===== src/rtl/pool_pkg.sv =====
// Shared types and elaboration helpers for the 2-D pooling engine.
package pool_pkg;

    typedef enum logic {
        POOL_MAX = 1'b0,
        POOL_AVG = 1'b1
    } pool_mode_e;

    typedef enum logic [2:0] {
        IDLE  = 3'd0,
        READ  = 3'd1,
        DRAIN = 3'd2,
        WRITE = 3'd3,
        DONE  = 3'd4
    } pool_state_e;

    // Number of whole windows along one axis; trailing pixels are dropped.
    function automatic int out_dim(input int img, input int k, input int s);
        return (img - k) / s + 1;
    endfunction

    function automatic bit is_pow2(input int v);
        return (v > 0) && ((v & (v - 1)) == 0);
    endfunction

endpackage


===== src/rtl/pool_reduce.sv =====
// Combinational fold of one sample into the window accumulator, plus the final
// scaling that turns the accumulator into a pooled pixel.
module pool_reduce
    import pool_pkg::*;
#(
    parameter int DATA_WIDTH = 8,
    parameter int K          = 2,
    parameter int SIGNED     = 0
) (
    input  logic [DATA_WIDTH+$clog2(K*K)-1:0] acc,
    input  logic [DATA_WIDTH-1:0]             sample,
    input  pool_mode_e                        mode,
    input  logic                              first,
    output logic [DATA_WIDTH+$clog2(K*K)-1:0] acc_next,
    output logic [DATA_WIDTH-1:0]             result
);

    localparam int  KK     = K * K;
    localparam int  SHIFT  = $clog2(KK);
    localparam int  ACC_W  = DATA_WIDTH + SHIFT;
    localparam bit  AVG_OK = is_pow2(KK);

    logic [ACC_W-1:0] sample_ext;
    logic             sample_gt;
    logic             use_avg;

    assign sample_ext = (SIGNED != 0) ? ACC_W'($signed(sample)) : ACC_W'(sample);
    assign sample_gt  = (SIGNED != 0) ? ($signed(sample_ext) > $signed(acc))
                                      : (sample_ext > acc);
    // Averaging needs a pure shift; other window sizes fall back to MAX.
    assign use_avg    = (mode == POOL_AVG) && AVG_OK;

    always_comb begin
        acc_next = acc;
        if (first) begin
            acc_next = sample_ext;
        end else if (use_avg) begin
            acc_next = acc + sample_ext;
        end else if (sample_gt) begin
            acc_next = sample_ext;
        end
    end

    assign result = use_avg
                  ? ((SIGNED != 0) ? DATA_WIDTH'($signed(acc_next) >>> SHIFT)
                                   : DATA_WIDTH'(acc_next >> SHIFT))
                  : DATA_WIDTH'(acc_next);

endmodule


===== src/rtl/pool2d_engine.sv =====
// Frame-level pooling sequencer: walks every KxK window of a BRAM-resident image,
// reduces it through pool_reduce and writes one result per window.
module pool2d_engine
    import pool_pkg::*;
#(
    parameter int DATA_WIDTH = 8,
    parameter int ADDR_WIDTH = 10,
    parameter int IMG_W      = 4,
    parameter int IMG_H      = 4,
    parameter int KERNEL_DIM = 2,
    parameter int STRIDE     = 2,
    parameter int RD_LATENCY = 1,
    parameter int SIGNED     = 0
) (
    input  logic                  clk,
    input  logic                  rst_n,
    input  logic                  start,
    input  logic                  mode,
    input  logic [ADDR_WIDTH-1:0] rd_base,
    input  logic [ADDR_WIDTH-1:0] wr_base,
    output logic                  busy,
    output logic                  done,
    output logic                  rd_en,
    output logic [ADDR_WIDTH-1:0] rd_addr,
    input  logic [DATA_WIDTH-1:0] rd_data,
    output logic                  wr_en,
    output logic [ADDR_WIDTH-1:0] wr_addr,
    output logic [DATA_WIDTH-1:0] wr_data
);

    localparam int OUT_W = out_dim(IMG_W, KERNEL_DIM, STRIDE);
    localparam int OUT_H = out_dim(IMG_H, KERNEL_DIM, STRIDE);
    localparam int ACC_W = DATA_WIDTH + $clog2(KERNEL_DIM * KERNEL_DIM);
    localparam int DCW   = $clog2(RD_LATENCY + 1);

    localparam logic [ADDR_WIDTH-1:0] K_LAST   = ADDR_WIDTH'(KERNEL_DIM - 1);
    localparam logic [ADDR_WIDTH-1:0] OX_LAST  = ADDR_WIDTH'(OUT_W - 1);
    localparam logic [ADDR_WIDTH-1:0] OY_LAST  = ADDR_WIDTH'(OUT_H - 1);
    localparam logic [ADDR_WIDTH-1:0] STRIDE_A = ADDR_WIDTH'(STRIDE);
    localparam logic [ADDR_WIDTH-1:0] IMG_W_A  = ADDR_WIDTH'(IMG_W);
    localparam logic [ADDR_WIDTH-1:0] OUT_W_A  = ADDR_WIDTH'(OUT_W);
    localparam logic [DCW-1:0]        D_LAST   = DCW'(RD_LATENCY - 1);

    pool_state_e             state_reg;
    pool_mode_e              mode_reg;
    logic [ADDR_WIDTH-1:0]   rd_base_reg, wr_base_reg;
    logic [ADDR_WIDTH-1:0]   kx_reg, ky_reg, ox_reg, oy_reg;
    logic [DCW-1:0]          drain_reg;
    logic [RD_LATENCY-1:0]   valid_sr_reg;
    logic [ACC_W-1:0]        acc_reg, acc_next;
    logic                    first_reg;
    logic [DATA_WIDTH-1:0]   result;
    logic                    sample_valid;
    logic                    busy_reg, done_reg, rd_en_reg, wr_en_reg;
    logic [ADDR_WIDTH-1:0]   rd_addr_reg, wr_addr_reg;
    logic [DATA_WIDTH-1:0]   wr_data_reg;

    // All address arithmetic wraps naturally at ADDR_WIDTH bits.
    function automatic logic [ADDR_WIDTH-1:0] rd_offset(
        input logic [ADDR_WIDTH-1:0] ox, input logic [ADDR_WIDTH-1:0] oy,
        input logic [ADDR_WIDTH-1:0] kx, input logic [ADDR_WIDTH-1:0] ky);
        return (oy * STRIDE_A + ky) * IMG_W_A + ox * STRIDE_A + kx;
    endfunction

    assign sample_valid = valid_sr_reg[RD_LATENCY-1];

    pool_reduce #(
        .DATA_WIDTH (DATA_WIDTH),
        .K          (KERNEL_DIM),
        .SIGNED     (SIGNED)
    ) u_reduce (
        .acc      (acc_reg),
        .sample   (rd_data),
        .mode     (mode_reg),
        .first    (first_reg),
        .acc_next (acc_next),
        .result   (result)
    );

    always_ff @(posedge clk or negedge rst_n) begin
        if (!rst_n) begin
            state_reg    <= IDLE;
            mode_reg     <= POOL_MAX;
            rd_base_reg  <= '0;
            wr_base_reg  <= '0;
            kx_reg       <= '0;
            ky_reg       <= '0;
            ox_reg       <= '0;
            oy_reg       <= '0;
            drain_reg    <= '0;
            valid_sr_reg <= '0;
            acc_reg      <= '0;
            first_reg    <= 1'b0;
            busy_reg     <= 1'b0;
            done_reg     <= 1'b0;
            rd_en_reg    <= 1'b0;
            rd_addr_reg  <= '0;
            wr_en_reg    <= 1'b0;
            wr_addr_reg  <= '0;
            wr_data_reg  <= '0;
        end else begin
            valid_sr_reg <= (valid_sr_reg << 1) | RD_LATENCY'(rd_en_reg);
            if (sample_valid) begin
                acc_reg   <= acc_next;
                first_reg <= 1'b0;
            end

            case (state_reg)
                IDLE, DONE: begin
                    done_reg <= 1'b0;
                    if (start) begin
                        state_reg   <= READ;
                        busy_reg    <= 1'b1;
                        mode_reg    <= pool_mode_e'(mode);
                        rd_base_reg <= rd_base;
                        wr_base_reg <= wr_base;
                        kx_reg      <= '0;
                        ky_reg      <= '0;
                        ox_reg      <= '0;
                        oy_reg      <= '0;
                        first_reg   <= 1'b1;
                        rd_en_reg   <= 1'b1;
                        rd_addr_reg <= rd_base;
                    end else begin
                        state_reg <= IDLE;
                    end
                end

                READ: begin
                    if (kx_reg == K_LAST && ky_reg == K_LAST) begin
                        state_reg <= DRAIN;
                        rd_en_reg <= 1'b0;
                        drain_reg <= '0;
                    end else if (kx_reg == K_LAST) begin
                        kx_reg      <= '0;
                        ky_reg      <= ky_reg + 1'b1;
                        rd_addr_reg <= rd_base_reg + rd_offset(ox_reg, oy_reg, '0, ky_reg + 1'b1);
                    end else begin
                        kx_reg      <= kx_reg + 1'b1;
                        rd_addr_reg <= rd_base_reg + rd_offset(ox_reg, oy_reg, kx_reg + 1'b1, ky_reg);
                    end
                end

                DRAIN: begin
                    // The window's last sample lands in the final DRAIN cycle.
                    if (drain_reg == D_LAST) begin
                        state_reg   <= WRITE;
                        wr_en_reg   <= 1'b1;
                        wr_addr_reg <= wr_base_reg + oy_reg * OUT_W_A + ox_reg;
                        wr_data_reg <= result;
                    end else begin
                        drain_reg <= drain_reg + 1'b1;
                    end
                end

                WRITE: begin
                    wr_en_reg <= 1'b0;
                    if (ox_reg == OX_LAST && oy_reg == OY_LAST) begin
                        state_reg <= DONE;
                        done_reg  <= 1'b1;
                        busy_reg  <= 1'b0;
                    end else begin
                        state_reg <= READ;
                        kx_reg    <= '0;
                        ky_reg    <= '0;
                        first_reg <= 1'b1;
                        rd_en_reg <= 1'b1;
                        if (ox_reg == OX_LAST) begin
                            ox_reg      <= '0;
                            oy_reg      <= oy_reg + 1'b1;
                            rd_addr_reg <= rd_base_reg + rd_offset('0, oy_reg + 1'b1, '0, '0);
                        end else begin
                            ox_reg      <= ox_reg + 1'b1;
                            rd_addr_reg <= rd_base_reg + rd_offset(ox_reg + 1'b1, oy_reg, '0, '0);
                        end
                    end
                end

                default: state_reg <= IDLE;
            endcase
        end
    end

    assign busy    = busy_reg;
    assign done    = done_reg;
    assign rd_en   = rd_en_reg;
    assign rd_addr = rd_addr_reg;
    assign wr_en   = wr_en_reg;
    assign wr_addr = wr_addr_reg;
    assign wr_data = wr_data_reg;

endmodule

===== config.mk =====
export PLATFORM = sky130hd
export DESIGN_NAME = pool2d_engine
export DESIGN_NICKNAME = d
export VERILOG_FILES = /design/src/rtl/pool_pkg.sv /design/src/rtl/pool_reduce.sv /design/src/rtl/pool2d_engine.sv
export SDC_FILE = /design/constraint.sdc
export NUM_CORES = 1
export LEC_CHECK = 0
export ABC_AREA = 0
export CAP_MARGIN = 20
export CORE_UTILIZATION = 50
export CTS_CLUSTER_DIAMETER = 80
export DETAILED_ROUTE_END_ITERATION = 8
export GPL_ROUTABILITY_DRIVEN = 0
export HOLD_SLACK_MARGIN = 0.02
export PLACE_DENSITY = 0.67
export SLEW_MARGIN = 0
export SYNTH_ARGS = -nofsm -noshare
export SYNTH_HDL_FRONTEND = slang
export SYNTH_HIERARCHICAL = 1
export SYNTH_SLANG_ARGS = --single-unit

===== constraint.sdc =====
create_clock -name clk -period 6.5 [get_ports clk]
set_clock_uncertainty 0.2 [all_clocks]
set_input_delay 0.975 -clock clk [delete_from_list [all_inputs] [get_ports clk]]
set_output_delay 0.975 -clock clk [all_outputs]
set_load 0.02 [all_outputs]

==> results.ini, run 1 <==
[status]
status = finished clean

[sta]
final-setup-viol-count = 0
slew_viol_final = 0
rsz0062_at_grt = no
finalSetupTns_ns = 0
relSlewSlack_pct = 29.9
max_freq_mhz = 234
fin_hold_ws_ns = 0.226
period_share_pct = 65.7
final_hold_viol_count = 0
fin_crit_ns = 4.27
worst_slew_pin_slew_ns = 1.05

[pwr]
power.share.clock_pct = 30.0
switching_power_w = 0.000580
seqPwrFrac_pct = 40.4
vdd_drop_max_v = 0.000136
p_int_w = 0.00122
pwr_density_cell_mw_per_mm2 = 179
swShare_pct = 32.2
power_leakage_nw = 4.79
combPwrFrac_pct = 29.6

[global_route]
antenna_found_initial = 0
grt_overflow = 0
grt_pass1_vias = 7168
grt_max_degree = 71
grt_pass1_wl_um = 37800
track_usage_pct = 27.1

[cells_and_area]
fillers = 1574
seq_area_mm2 = 0.00270
multi_input_area_mm2 = 0.00571
drive_gt1_share_pct = 4.95
antenna_cells = 0
area_growth_pct = 12.2
fin_area_mm2 = 0.0101
num-nets-final = 1221

[worst_hold_path]
hp-class = flop to flop
min_from = rd_en
hold_depth = 0
hold_path_end = sample_valid

[detailed_routing]
wire_per_inst_um = 18.3
firstDrtPassIters = 5
ant_nets = 0
via_per_inst = 5.69
wirelength_um = 23700
vias = 7369
drc = 0
drt_iter0_drc = 498

[die]
rows = 48
start_util_pct = 51.6
core_area_mm2 = 0.0174
io_pins = 64
fp.dieW_um = 136
die_height_um = 136
die_area_mm2 = 0.0185

[place]
hpwlAfterDp_um = 18200
place_area_mm2 = 0.00980
io_buffers = 63

[logic_synthesis]
synth_seq_cells = 108
ys_warn_count = 6
synthCells = 1015
ys_seq_area_share_pct = 30.1
synth_flop_cell = dfrtp_1
syn_avg_cell_area_um2 = 8.85
netlist_area_mm2 = 0.00898
syn_nets = 1170
ys_types = 82
synth_edf_count = 0
synthArstFlopShare_pct = 100

[setup_path]
r2r_cells = 16
worst_setup_path_start_kind = flop
r2r_end = rd_addr[9]
critical_path_required_ns = 6.55
worst-endpoint-arrival_ns = 4.32
end_kind = flop
reg2reg_from = ky_reg[1]
crit_type = flop to flop
r2r_slack_ns = 2.23
crit_fanout = 4

[cts]
clk-insertion-delay-late_ns = 0.36
cts_setup_buffers = 0
cts_resized = 0
clkSlewWorstSetupHoldPaths_ns = 0.08
root_buffer = clkbuf_16
cts_buffers = 9
clockBufferDepth = 2
cts_max_level = 3
cts_num_sinks = 108
cts_tree = done
holdBufCountCts = 0

[run]
cap_violations = 0

how the worst max path moves through the flow:
| stage | cells after the start | start | endpoint | slack [ns] |
|---|---|---|---|---|
| floorplan | 16 | ky_reg[1] | rd_addr[9] | 2.55 |
| CTS | 16 | ky_reg[1] | rd_addr[9] | 2.25 |
| finish | 16 | ky_reg[1] | rd_addr[9] | 2.23 |
| detailed placement | 16 | ky_reg[1] | rd_addr[9] | 2.28 |
| global placement | 16 | ky_reg[1] | rd_addr[9] | 2.39 |
| global route | 16 | ky_reg[1] | rd_addr[9] | 1.97 |
power groups by stage:
stage	clock network, W	logic, W	registers, W
after floorplan	0	0.000434	0.000732
after global placement	0	0.000523	0.000741
after detailed placement	0	0.000524	0.000742
after CTS	0.000552	0.000527	0.000728
after global routing	0.000579	0.000587	0.000733
final	0.000539	0.000533	0.000727
stage by stage:
step / utilization [%] / std cells / setup slack (ns) / power (W)
2_1_floorplan: - / 1015 / 2.55 / 0.00117
3_3_place_gp: 56.3 / 1280 / 2.39 / 0.00126
3_5_place_dp: 56.3 / 1280 / 2.28 / 0.00127
4_1_cts: 57.9 / 1295 / 2.25 / 0.00181
5_1_grt: 57.9 / 1295 / 1.97 / 0.00190
6_report: 57.9 / 1295 / 2.23 / 0.00180
layer usage:
metal  vias up  track usage, %  routed length, um
met1      3556            36.8              10800
li1       3551               -                  -
met4         0            7.78                452
met3        26            4.74               1450
met2       236            44.2              11000
met5         -               0                  0
Yosys cell counts, types with 2 or more instances:
cell type | n | share of area, %
mux2i_1 | 7 | 0.78
xnor2_1 | 44 | 4.3
a22o_1 | 5 | 0.49
and3_1 | 15 | 1.0
buf_2 | 5 | 0.28
o21bai_1 | 9 | 0.75
nand2_1 | 151 | 6.3
nor2b_1 | 8 | 0.56
a211oi_1 | 3 | 0.25
clkbuf_1 | 22 | 0.92
dfrtp_1 | 108 | 30
nor3_1 | 18 | 1.0
or3_1 | 5 | 0.35
nor2_1 | 62 | 2.6
mux2_2 | 11 | 1.4
xor2_1 | 31 | 3.0
nor4_1 | 2 | 0.14
o22ai_1 | 9 | 0.63
o31a_1 | 2 | 0.20
o21a_1 | 5 | 0.42
nand2b_1 | 9 | 0.63
o221ai_1 | 2 | 0.20
buf_4 | 2 | 0.17
o31ai_1 | 5 | 0.42
a22oi_1 | 5 | 0.42
a2111oi_0 | 2 | 0.20
fa_1 | 44 | 9.8
a31oi_1 | 6 | 0.42
nand3_1 | 22 | 1.2
a221o_1 | 2 | 0.22
a221oi_1 | 7 | 0.68
a21oi_1 | 49 | 2.7
o21ai_0 | 80 | 4.5
inv_1 | 111 | 4.6
ha_1 | 79 | 11
a222oi_1 | 3 | 0.33
a21boi_0 | 2 | 0.17
a21o_1 | 12 | 1.0
nand4_1 | 6 | 0.42
a2bb2oi_1 | 2 | 0.20
xor2_2 | 2 | 0.36
placed cells by master, fill, tap and decap left out, types with 6 or more instances in the layout:
| cell | count |
|---|---|
| a21o_1 | 12 |
| a21oi_1 | 49 |
| a221oi_1 | 7 |
| a31oi_1 | 6 |
| and3_1 | 15 |
| buf_4 | 9 |
| clkbuf_16 | 9 |
| clkdlybuf4s50_1 | 62 |
| dfrtp_1 | 108 |
| fa_1 | 44 |
| ha_1 | 79 |
| inv_1 | 111 |
| mux2_2 | 11 |
| mux2i_1 | 7 |
| nand2_1 | 151 |
| nand2b_1 | 9 |
| nand3_1 | 22 |
| nand4_1 | 6 |
| nor2_1 | 62 |
| nor2b_1 | 8 |
| nor3_1 | 18 |
| o21ai_0 | 80 |
| o21bai_1 | 9 |
| o22ai_1 | 9 |
| xnor2_1 | 44 |
| xor2_1 | 31 |
cell type report:
type | count | share of cell area (%)
well taps | 225 | 2.79
multi-input cells | 764 | 56.7
repair buffers | 71 | 6.83
inverters | 112 | 4.17
clock inverters | 4 | 0.335
flip-flops and latches | 108 | 26.8
clock buffers | 11 | 2.41
cells by family (layout without fill, tap and decap cells):
kind of cell / Yosys count / after routing / synth area share, %
AOI/OAI and AO/OA: 226 / 226 / 16.1
xor gates and xnor gates: 79 / 79 / 8.11
adders and majority gates: 123 / 123 / 20.8
buffers and inverters: 143 / 198 / 6.34
DFF: 108 / 108 / 30.1
muxes: 18 / 18 / 2.16
and+or+nand+nor: 318 / 318 / 16.4
critical path, stage by stage (launching register included):
cell	delay (ns)
dfrtp_1	0.40
inv_1	0.07
ha_1	0.28
inv_1	0.06
ha_1	0.17
inv_1	0.06
fa_1	0.39
o21ai_0	0.32
xor2_1	0.20
fa_1	0.45
ha_1	0.23
or4_1	0.52
a31oi_1	0.29
xor2_1	0.11
o21ai_0	0.16
a21oi_1	0.09
o22a_1	0.16
Note: power is estimated with default switching activity, not from simulation.
==> run 2, diff against run 1 <==
clock period = 3.94 ns   (was 6.5 ns; I/O delays follow)
==> results.ini, run 2 (synthesis results as in run 1) <==
[status]
status = finished clean

[setup_path]
cp-endpoint = rd_addr[9]
worst_setup_path_start_kind = flop
crit_start = ky_reg[1]
r2r_cells = 16
end_kind = flop
critical_path_required_ns = 4.04
reg2reg_from = ky_reg[1]
r2r_end = rd_addr[9]
crit_fanout = 4
crit_type = flop to flop
worst-endpoint-arrival_ns = 4.02
r2r_slack_ns = 0.02

[detailed_routing]
vias = 7525
via_per_inst = 5.61
wirelength_um = 24300
drt_iter0_drc = 451
drc = 0
wire_per_inst_um = 18.1
firstDrtPassIters = 5
ant_nets = 0

[cells_and_area]
final_common_cell = nand2_1
antenna_cells = 0
layout_common_cells = nand2_1, inv_1, dfrtp_1
num-nets-final = 1268
area_growth_pct = 18.3
drive_gt1_share_pct = 11.9

[run]
cap_violations = 0

[sta]
worst_slew_pin_slew_ns = 1.15
fin_ws_ns = 0.0182
finalSetupTns_ns = 0
max_freq_mhz = 255
rsz0062_at_grt = yes
fin_crit_ns = 3.92
final_hold_viol_count = 0
period_share_pct = 99.5
slew_viol_final = 0
relSlewSlack_pct = 22.7
final-setup-viol-count = 0

[pwr]
power_leakage_nw = 5.02
power.share.clock_pct = 29.3
p_int_w = 0.00202
seqPwrFrac_pct = 40.2
combPwrFrac_pct = 30.5
switching_power_w = 0.000962
swShare_pct = 32.3
vdd_drop_max_v = 0.000271
pwr_density_cell_mw_per_mm2 = 281

[die]
core_area_mm2 = 0.0174
fp.dieW_um = 136
die_area_mm2 = 0.0185
die_height_um = 136
rows = 48
io_pins = 64
start_util_pct = 51.6

[cts]
clockBufferDepth = 2
cts_max_level = 3
cts_num_sinks = 108
clkSlewWorstSetupHoldPaths_ns = 0.08
cts_buffers = 9
clk-insertion-delay-late_ns = 0.36
cts_tree = done
root_buffer = clkbuf_16

[global_route]
track_usage_pct = 27.8
grt_max_degree = 68
grt_overflow = 0
antenna_found_initial = 0
grt_pass1_vias = 7419
grt_pass1_wl_um = 38800

[place]
place_ws_ns = -0.174
hpwlAfterDp_um = 18700
io_buffers = 63

[worst_hold_path]
hp-class = input pin to asynchronous set/reset pin

run 2: changes by cell type in the layout (fill, tap and decap cells not counted), sizes merged:
cell and delta:
buf +47, inv -2, clkinvlp +2, clkbuf -2
clkinv +2
run 2: repair_timing:
action,4_1_cts,5_1_grt
endpoints found under the hold margin,0,0
hold buffers,0,0
setup buffers,0,5
resized for setup,4,38
endpoints found under the setup margin,4,5
pin swaps,3,17
run 2: worst min-delay path by stage:
stage / cells past startpoint / endpoint / start / slack (ns)
floorplan: 0 / acc_reg[0] / rst_n / 0.1
global placement: 0 / sample_valid / rd_en / 0.22
detailed placement: 0 / sample_valid / rd_en / 0.23
CTS: 1 / oy_reg[7] / rst_n / 0.18
global route: 1 / ox_reg[8] / rst_n / 0.23
finish: 1 / oy_reg[7] / rst_n / 0.14
run 2: final cells by class:
| cell class | instances | area, um^2 |
|---|---|---|
| well taps | 225 | 282 |
| flip-flops and latches | 108 | 2710 |
| clock inverters | 6 | 53.8 |
| repair buffers | 118 | 1050 |
| multi-input cells | 764 | 5880 |
| fillers | 1546 | 6790 |
| clock buffers | 9 | 225 |
| inverters | 112 | 420 |
run 2: worst max-delay path: stages, from the launching register on:
cell and delay (ns):
dfrtp_2 0.45, inv_2 0.09, ha_4 0.20, inv_2 0.05
ha_2 0.16, inv_1 0.06, fa_2 0.39, o21ai_2 0.20
xor2_1 0.21, fa_1 0.45, ha_2 0.19, or4_4 0.49
a31oi_4 0.23, xor2_1 0.15, o21ai_1 0.08, a21oi_1 0.14
o22a_1 0.13
run 2: power groups by stage:
stage          combinational (W)  clock (W)  sequential, W
3_3_place_gp            0.000893          0        0.00122
5_1_grt                  0.00100   0.000938        0.00121
4_1_cts                 0.000906   0.000895        0.00120
3_5_place_dp            0.000899          0        0.00122
6_report                0.000911   0.000873        0.00120
2_1_floorplan           0.000716          0        0.00121
run 2: through the flow:
stage          std cells  util (%)  cell area (um^2)  hold slack, ns  total power, W
4_1_cts             1337      59.9             10400           0.178         0.00300
3_5_place_dp        1322      58.2             10100           0.229         0.00212
3_3_place_gp        1322      58.2             10100           0.224         0.00211
5_1_grt             1342      61.0             10600           0.228         0.00315
6_report            1342      61.0             10600           0.143         0.00298
2_1_floorplan       1015         -              8980          0.0954         0.00192
run 2: layer usage:
| layer | share of wire (%) | GRT usage [%] | up-vias |
|---|---|---|---|
| li1 | - | - | 3634 |
| met1 | 45 | 36.9 | 3624 |
| met2 | 47 | 44.4 | 211 |
| met3 | 5.1 | 4.55 | 56 |
| met4 | 3.6 | 12.5 | 0 |
| met5 | 0 | 0 | - |
==> run 3, diff against run 2 <==
CELL_PAD_IN_SITES_DETAIL_PLACEMENT = 2   (was unset)
CELL_PAD_IN_SITES_GLOBAL_PLACEMENT = 2   (was unset)
CORE_UTILIZATION = 38   (was 50)
PLACE_DENSITY = 0.79   (was 0.67)
==> results.ini, run 3 (synthesis results as in run 1) <==
[status]
status = finished, violations left
violations = setup timing

[pwr]
combPwrFrac_pct = 31.2
seqPwrFrac_pct = 37.2
pwr_density_cell_mw_per_mm2 = 289
vdd_drop_max_v = 0.000207
power.share.clock_pct = 31.5
swShare_pct = 34.5
switching_power_w = 0.00112
power_leakage_nw = 5.19
p_int_w = 0.00212

[global_route]
grt_max_degree = 63
grt_pass1_wl_um = 56400
track_usage_pct = 31.4
antenna_found_initial = 0
grt_overflow = 0
met2_usage_pct = 55.6
grt_pass1_vias = 9405
grt_use_met3_pct = 3.69
busiest_layer = met2
grt.met1_usage_pct = 38.4

[setup_path]
r2r_slack_ns = -0.35
max_stage_delay_ns = 0.54
crit_family = adder cells
r2r_end = rd_addr[9]
reg2reg_from = ky_reg[1]
worst_setup_path_start_kind = flop
crit_fanout = 3
slowest_stage = fa_1
cp_cell_sequence = buf_4, buf_4, nand3_4, inv_1, nand3_1, xnor2_2, ha_1, nand2_1, o21ai_1, xnor2_1, fa_1, inv_1, ha_1, a31oi_4, o21ai_0, o21ai_1, a21oi_2, o22a_1
end_kind = flop
crit_type = flop to flop
r2r_cells = 18
worst-endpoint-arrival_ns = 4.40
crit_buf_inv = 4
critical_path_required_ns = 4.05
crit_cells = 18

[detailed_routing]
drt_iter0_drc = 453
firstDrtPassIters = 5
ant_nets = 0
wire_per_inst_um = 27.1
drc = 0
wirelength_um = 39400
vias = 8569
via_per_inst = 5.89

[cells_and_area]
multi_input_area_mm2 = 0.00613
fillers = 2460
fin_area_mm2 = 0.0112
seq_area_mm2 = 0.00271
area_growth_pct = 24.8
final_common_cell = nand2_1
fin_cells = 1455
antenna_cells = 0
num-nets-final = 1292
drive_gt1_share_pct = 17.2
layout_common_cells = nand2_1, inv_1, dfrtp_1

[sta]
fin_ws_ns = -0.350
final-setup-viol-count = 4
final_hold_viol_count = 0
slew_viol_final = 0
fin_crit_ns = 4.29
period_share_pct = 109
relSlewSlack_pct = 29.9
worst_slew_pin_slew_ns = 1.05
max_freq_mhz = 233
rsz0062_at_grt = yes
fin_hold_ws_ns = 0.0838
finalSetupTns_ns = -0.913

[die]
io_pins = 64
fp.dieW_um = 156
start_util_pct = 39.2
core_area_mm2 = 0.0229
die_height_um = 156
rows = 55
die_area_mm2 = 0.0243

[place]
hpwlAfterDp_um = 26600
placedCellCount = 1430
place_area_mm2 = 0.0104
io_buffers = 63
place_ws_ns = -0.356

[worst_hold_path]
hp-class = input pin to asynchronous set/reset pin

[cts]
clockBufferDepth = 2
clk-insertion-delay-late_ns = 0.37
cts_num_sinks = 108
cts_buffers = 9
holdBufCountCts = 0
cts_max_level = 3
clkSlewWorstSetupHoldPaths_ns = 0.09
cts_tree = done
root_buffer = clkbuf_16

[run]
cap_violations = 0

-- run 3: worst reg2reg max path, cell delays in order (launching register included) --
cell and delay, ns:
dfrtp_2 0.43, buf_4 0.13, buf_4 0.14, nand3_4 0.11
inv_1 0.10, nand3_1 0.16, xnor2_2 0.20, ha_1 0.39
nand2_1 0.10, o21ai_1 0.24, xnor2_1 0.15, fa_1 0.54
inv_1 0.07, ha_1 0.37, a31oi_4 0.13, o21ai_0 0.26
o21ai_1 0.15, a21oi_2 0.19, o22a_1 0.18
-- run 3: worst max-delay path by stage --
| stage | from | endpoint | slack (ns) |
|---|---|---|---|
| finish | ky_reg[1] | rd_addr[9] | -0.35 |
| global placement | ky_reg[0] | rd_addr[9] | -0.11 |
| global route | ky_reg[0] | rd_addr[9] | -0.40 |
| CTS | ky_reg[0] | rd_addr[9] | -0.12 |
| detailed placement | ky_reg[0] | rd_addr[9] | -0.36 |
| floorplan | ky_reg[1] | rd_addr[9] | 0.05 |
-- run 3: repair_timing --
action / CTS / global route
resized for setup: 41 / 50
pin swaps: 16 / 34
setup endpoints to repair: 5 / 6
endpoints found under the hold margin: 0 / 0
buffers inserted: 3 / 6
-- run 3: through the flow --
step / utilization [%] / total power [W]
2_1_floorplan: - / 0.00192
3_3_place_gp: 45.4 / 0.00215
3_5_place_dp: 45.4 / 0.00221
4_1_cts: 47.7 / 0.00321
5_1_grt: 48.9 / 0.00336
6_report: 48.9 / 0.00324
-- run 3: layer usage --
| metal | wire, um | vias up |
|---|---|---|
| met3 | 1540 | 114 |
| met1 | 16200 | 4475 |
| met2 | 19700 | 297 |
| met4 | 1930 | 0 |
| li1 | - | 3683 |
| met5 | 0 | - |
-- run 3: final cells by class --
type / instances / area share [%]
Inverter: 112 / 3.78
Multi-Input combinational cell: 764 / 54.7
Clock inverter: 6 / 0.614
Tap cell: 313 / 3.49
Timing Repair Buffer: 142 / 11.1
Sequential cell: 108 / 24.1
Clock buffer: 10 / 2.13
-- run 3: power by group through the flow --
stage | Combinational [W] | Sequential, W | Clock, W
2_1_floorplan | 0.000716 | 0.00121 | 0
3_3_place_gp | 0.000934 | 0.00122 | 0
3_5_place_dp | 0.000983 | 0.00122 | 0
4_1_cts | 0.000990 | 0.00120 | 0.00102
5_1_grt | 0.00110 | 0.00121 | 0.00105
6_report | 0.00101 | 0.00120 | 0.00102
